## src/rtl/addsub_accumulator_if.sv

```systemverilog
// addsub_accumulator_if: operand/result bundle between operand generation and the accumulator
//   A, mode, in_valid, clear  : driven by the master (operand source)
//   in_ready                  : accumulator can take an operand
//   acc, Cout, ovf, op_count  : registered running total, carry/no-borrow, sticky overflow, op count
//   out_valid                 : pulse marking an acc/Cout update
interface addsub_accumulator_if #(
    parameter int WIDTH = 4,
    parameter int CNT_W = 4
);
    logic [WIDTH-1:0] A;
    logic             mode;
    logic             in_valid;
    logic             in_ready;
    logic             clear;
    logic [WIDTH-1:0] acc;
    logic             Cout;
    logic             ovf;
    logic [CNT_W-1:0] op_count;
    logic             out_valid;
    modport master (
        output A, mode, in_valid, clear,
        input  in_ready, acc, Cout, ovf, op_count, out_valid
    );
    modport slave (
        input  A, mode, in_valid, clear,
        output in_ready, acc, Cout, ovf, op_count, out_valid
    );
endinterface

```

## src/rtl/addsub_accumulator.sv

```systemverilog
// addsub_accumulator: clocked add/sub accumulator with valid/ready handshake and capacity stop
//   clk, rst : rising-edge clock, asynchronous active-high reset
//   bus      : slave side of addsub_accumulator_if (operand in, running total and flags out)
module addsub_accumulator #(
    parameter int WIDTH = 4,
    parameter int CNT_W = 4
) (
    input logic                  clk,
    input logic                  rst,
    addsub_accumulator_if.slave  bus
);
    typedef enum logic {RUN, FULL} state_t;
    // count value whose accept fills the counter to all-ones
    localparam logic [CNT_W-1:0] LAST = {{(CNT_W-1){1'b1}}, 1'b0};
    state_t           state, state_nxt;
    logic             accept;
    logic [WIDTH-1:0] b;
    logic [WIDTH:0]   sum;
    logic             ovf_op;
    assign bus.in_ready = state == RUN;
    assign accept       = bus.in_valid & bus.in_ready & ~bus.clear;
    // subtraction is acc + ~A + 1, so Cout doubles as the no-borrow flag
    always_comb begin
        b      = bus.mode ? ~bus.A : bus.A;
        sum    = {1'b0, bus.acc} + {1'b0, b} + (WIDTH+1)'(bus.mode);
        ovf_op = (bus.mode ? bus.acc[WIDTH-1] != bus.A[WIDTH-1] : bus.acc[WIDTH-1] == bus.A[WIDTH-1])
                 && sum[WIDTH-1] != bus.acc[WIDTH-1];
    end
    always_comb begin
        state_nxt = state;
        if (bus.clear)
            state_nxt = RUN;
        else if (accept && bus.op_count == LAST)
            state_nxt = FULL;
    end
    always_ff @(posedge clk or posedge rst) begin
        if (rst) begin
            state         <= RUN;
            bus.acc       <= '0;
            bus.Cout      <= 1'b0;
            bus.ovf       <= 1'b0;
            bus.op_count  <= '0;
            bus.out_valid <= 1'b0;
        end else begin
            state         <= state_nxt;
            bus.out_valid <= accept;
            if (bus.clear) begin
                bus.acc      <= '0;
                bus.Cout     <= 1'b0;
                bus.ovf      <= 1'b0;
                bus.op_count <= '0;
            end else if (accept) begin
                bus.acc      <= sum[WIDTH-1:0];
                bus.Cout     <= sum[WIDTH];
                bus.ovf      <= bus.ovf | ovf_op;
                bus.op_count <= bus.op_count + CNT_W'(1);
            end
        end
    end
endmodule
```

## src/flat_wrapper.sv

```systemverilog
// flat-port wrapper written by rule: the top's interface ports become plain ports
module addsub_accumulator_flat 
#(
    parameter int WIDTH = 4,
    parameter int CNT_W = 4
)
  (clk, rst, bus_A, bus_mode, bus_in_valid, bus_clear, bus_in_ready, bus_acc, bus_Cout, bus_ovf, bus_op_count, bus_out_valid);
  addsub_accumulator_if #(.WIDTH(WIDTH), .CNT_W(CNT_W)) bus_i ();
  input logic clk;
  input logic rst;
  input wire logic [$bits(bus_i.A)-1:0] bus_A;
  input wire logic [$bits(bus_i.mode)-1:0] bus_mode;
  input wire logic [$bits(bus_i.in_valid)-1:0] bus_in_valid;
  input wire logic [$bits(bus_i.clear)-1:0] bus_clear;
  output wire logic [$bits(bus_i.in_ready)-1:0] bus_in_ready;
  output wire logic [$bits(bus_i.acc)-1:0] bus_acc;
  output wire logic [$bits(bus_i.Cout)-1:0] bus_Cout;
  output wire logic [$bits(bus_i.ovf)-1:0] bus_ovf;
  output wire logic [$bits(bus_i.op_count)-1:0] bus_op_count;
  output wire logic [$bits(bus_i.out_valid)-1:0] bus_out_valid;
  assign bus_i.A = bus_A;
  assign bus_i.mode = bus_mode;
  assign bus_i.in_valid = bus_in_valid;
  assign bus_i.clear = bus_clear;
  assign bus_in_ready = bus_i.in_ready;
  assign bus_acc = bus_i.acc;
  assign bus_Cout = bus_i.Cout;
  assign bus_ovf = bus_i.ovf;
  assign bus_op_count = bus_i.op_count;
  assign bus_out_valid = bus_i.out_valid;
  addsub_accumulator #(.WIDTH(WIDTH), .CNT_W(CNT_W)) u_core (.clk(clk), .rst(rst), .bus(bus_i));
endmodule
```

## config.mk

```make
export PLATFORM = sky130hd
export DESIGN_NAME = addsub_accumulator_flat
export DESIGN_NICKNAME = d
export VERILOG_FILES = /design/src/rtl/addsub_accumulator_if.sv /design/src/rtl/addsub_accumulator.sv /design/src/flat_wrapper.sv
export SDC_FILE = /design/constraint.sdc
export NUM_CORES = 1
export LEC_CHECK = 0
export CAP_MARGIN = 20
export CORE_ASPECT_RATIO = 1.2
export CORE_UTILIZATION = 45
export CTS_CLUSTER_DIAMETER = 120
export CTS_CLUSTER_SIZE = 10
export DETAILED_ROUTE_END_ITERATION = 6
export PLACE_DENSITY = 0.76
export REMOVE_ABC_BUFFERS = 1
export SYNTH_ARGS = -nofsm -noshare
export SYNTH_HDL_FRONTEND = slang
export SYNTH_SLANG_ARGS = --single-unit
```

## constraint.sdc

```tcl
create_clock -name clk -period 1.8 [get_ports clk]
set_input_delay 0.36 -clock clk [delete_from_list [all_inputs] [get_ports clk]]
set_output_delay 0.36 -clock clk [all_outputs]
set_load 0.005 [all_outputs]
```

==> results.yml <==
run_status:
  status: "finished, final reports clean"
yosys:
  yosysUniqueCellTypes: 26
  synth_area_um2: 721
  yosysWarnings: 0
  seq_area_frac_synth_pct: 41.7
  syn-instance-count: 74
  ys_ff_latch: 12
  synth.avg_cell_area_um2: 9.74
cts:
  cts_tree: "built"
  insertion_delay_ps: 260
  clk_pin_slew_ps: 80
  ctsHoldBuffers: 0
  cts_root_buf: "clkbuf_4"
  cts_sinks: 12
  cts_buffers: 3
  htree_levels: 1
  post_cts_buffers: 0
  clock_path_buffers: 2
routing:
  drc_errors: 0
  postRouteAntennaNets: 0
  wl_mm: 1.60
  wl_met1_um: 649
  route.met3.wl_um: 40
  route.met2.wl_um: 910
  routed.top_layer: "met3"
  drt-wirelength-per-cell_um: 13.2
  via_per_inst: 5.20
  drt-pass1-iter-count: 4
  num_vias: 629
  drt-initial-drc-count: 10
cells_and_area:
  finalCoreUtilization_pct: 74.4
  final_cell_mix: "clkdlybuf4s50_1 (16), dfrtp_1 (12), nor2_1 (9)"
  n_antenna_cell: 0
  fillCellCount: 105
  layout_commonest_cell: "clkdlybuf4s50_1"
  multi_input_area_um2: 462
  drive_gt1_share_pct: 23.1
  seq_area_um2: 300
  fin_nets: 120
  area_growth_pct: 51.2
global_routing:
  grt_pass1_wl_mm: 2.48
  grt_max_degree: 13
  grt_pass1_vias: 599
  antenna_found_initial: 0
  grt_overflow: 0
  grt_usage_pct: 20.1
timing:
  worst_clock_skew_ps: 6.34
  drv_slew: 0
  final.hold.worst_slack_ps: 387
  relSlewSlack_pct: 71.4
  max_freq_ghz: 0.566
  hold_viol: 0
  setup_violations: 0
  fin_crit_ps: 1770
  fin_crit_sh_pct: 98.2
  worst_slew_pin_slew_ps: 429
place:
  place_congestion: 0.712
  hpwl_mm: 1.17
  portBuffers: 20
worst_setup_path:
  worst-path-max-fanout: 3
  worstReg2RegEnd: "u_core.bus.acc[3]$_DFFE_PP0P_"
  crit_type: "in -> reg"
  critPathRequiredTime_ps: 1980
  r2r_start: "u_core.bus.acc[1]$_DFFE_PP0P_"
  startpoint_type: "input port"
  ff2ff_path_depth: 5
  worst_setup_path_end_kind: "flip-flop"
  ff2ff_setup_slack_ps: 70
  worstSetupEndpoint: "u_core.bus.acc[3]$_DFFE_PP0P_"
  crit_arrival_ps: 1950
  crit_start: "bus_A[1]"
worst_hold_path:
  hp-class: "in -> async"
pwr:
  ir_worst_vdd_mv: 0.446
  p_leak_nw: 0.475
  power_density_nw_per_um2: 792
die:
  dieHeight_um: 45.8
  io_pins: 21
  core_um2: 1460
  die_w_um: 38.5
  start_util_pct: 49.2
  rows: 15
  die-area_um2: 1770
run:
  cap_violations: 0
## per-layer routing
layer / up-vias / track usage [%]
met4: 0 / 8.28
met5: - / 0
li1: 311 / -
met3: 0 / 2.94
met1: 302 / 23.0
met2: 16 / 36.3
## flip-flops by register name (all words and copies together) (netlist names)
name and flops:
u_core.bus.Cout 1, u_core.bus.ovf 1, u_core.bus.acc 4, u_core.state 1, u_core.bus.out_valid 1, u_core.bus.op_count 4
## cells by family (layout without fill, tap and decap cells)
group / after synthesis / after routing / share of synthesized area (%)
flip-flops: 12 / 12 / 41.7
XOR/XNOR: 8 / 8 / 9.72
buffers and inverters: 7 / 37 / 3.82
AND/OR/NAND/NOR: 28 / 28 / 20.8
multiplexers: 2 / 2 / 2.78
adder cells (fa/ha/maj): 6 / 6 / 11.5
AO/OA/AOI/OAI: 11 / 11 / 9.72
## timing repair
action	CTS	global route
endpoints found under the setup margin	4	2
pin swaps	11	3
endpoints found under the hold margin	0	0
gates resized for setup	15	7
cloned	0	0
## worst max-delay path: stages
cell and delay [ps]:
dlygate4sd2_1 250, xor2_2 150, ha_1 300, or4b_4 550, o2111ai_4 100, o21ai_2 100, a21oi_2 130
## how the worst min path moves through the flow
stage | to | cells past startpoint | slack (ps) | from
6_report | u_core.bus.op_count[2]$_DFFE_PP0P_ | 2 | 390 | rst
5_1_grt | u_core.bus.op_count[1]$_DFFE_PP0P_ | 2 | 430 | rst
3_5_place_dp | u_core.bus.ovf$_DFFE_PP0P_ | 2 | 510 | u_core.bus.ovf$_DFFE_PP0P_
4_1_cts | u_core.bus.op_count[1]$_DFFE_PP0P_ | 2 | 400 | rst
2_1_floorplan | u_core.bus.Cout$_DFFE_PP0P_ | 1 | 220 | rst
3_3_place_gp | u_core.bus.ovf$_DFFE_PP0P_ | 2 | 500 | u_core.bus.ovf$_DFFE_PP0P_
## power breakdown
group	switching [mW]	internal [mW]
combinational	0.145	0.190
sequential	0.0274	0.294
clock	0.0833	0.123
total	0.256	0.607
## final cells by class
cell class,instances,share of cell area [%]
inverter,5,1.72
tap,17,1.95
multi-input combinational,55,42.4
clock buffer,4,3.33
sequential,12,27.6
timing repair buffer,28,23.1
## cells in the mapped netlist
master / instances / area (µm²)
or4b_1: 1 / 10.0
clkbuf_1: 1 / 3.75
o21ai_0: 2 / 10.0
nor4_1: 1 / 6.26
dfrtp_1: 12 / 300
nor2b_1: 2 / 12.5
fa_1: 1 / 20.0
mux2i_1: 2 / 20.0
o311ai_0: 1 / 8.76
nor2_1: 9 / 33.8
o2111ai_1: 1 / 8.76
inv_1: 5 / 18.8
nand4_1: 2 / 12.5
o21ai_1: 1 / 5.00
buf_2: 1 / 5.00
xnor2_1: 2 / 17.5
ha_1: 5 / 62.6
a21oi_1: 3 / 15.0
or3b_1: 1 / 8.76
nand2_1: 6 / 22.5
nand3b_1: 1 / 7.51
xor2_1: 6 / 52.6
or3b_2: 1 / 8.76
nand4b_1: 1 / 8.76
a211oi_1: 3 / 22.5
nand2b_1: 3 / 18.8
## through the flow
stage | setup TNS, ps | setup WS, ps | cells | area [µm²] | total power, mW
floorplan | 0 | 77.5 | 72 | 712 | 0.460
global placement | -1700 | -519 | 117 | 993 | 0.586
detailed placement | -2020 | -580 | 117 | 993 | 0.594
CTS | 0 | 16.7 | 121 | 1060 | 0.844
global route | -34.8 | -34.8 | 121 | 1090 | 0.920
finish | 0 | 31.7 | 121 | 1090 | 0.863
Note: power is estimated with default switching activity, not from simulation.
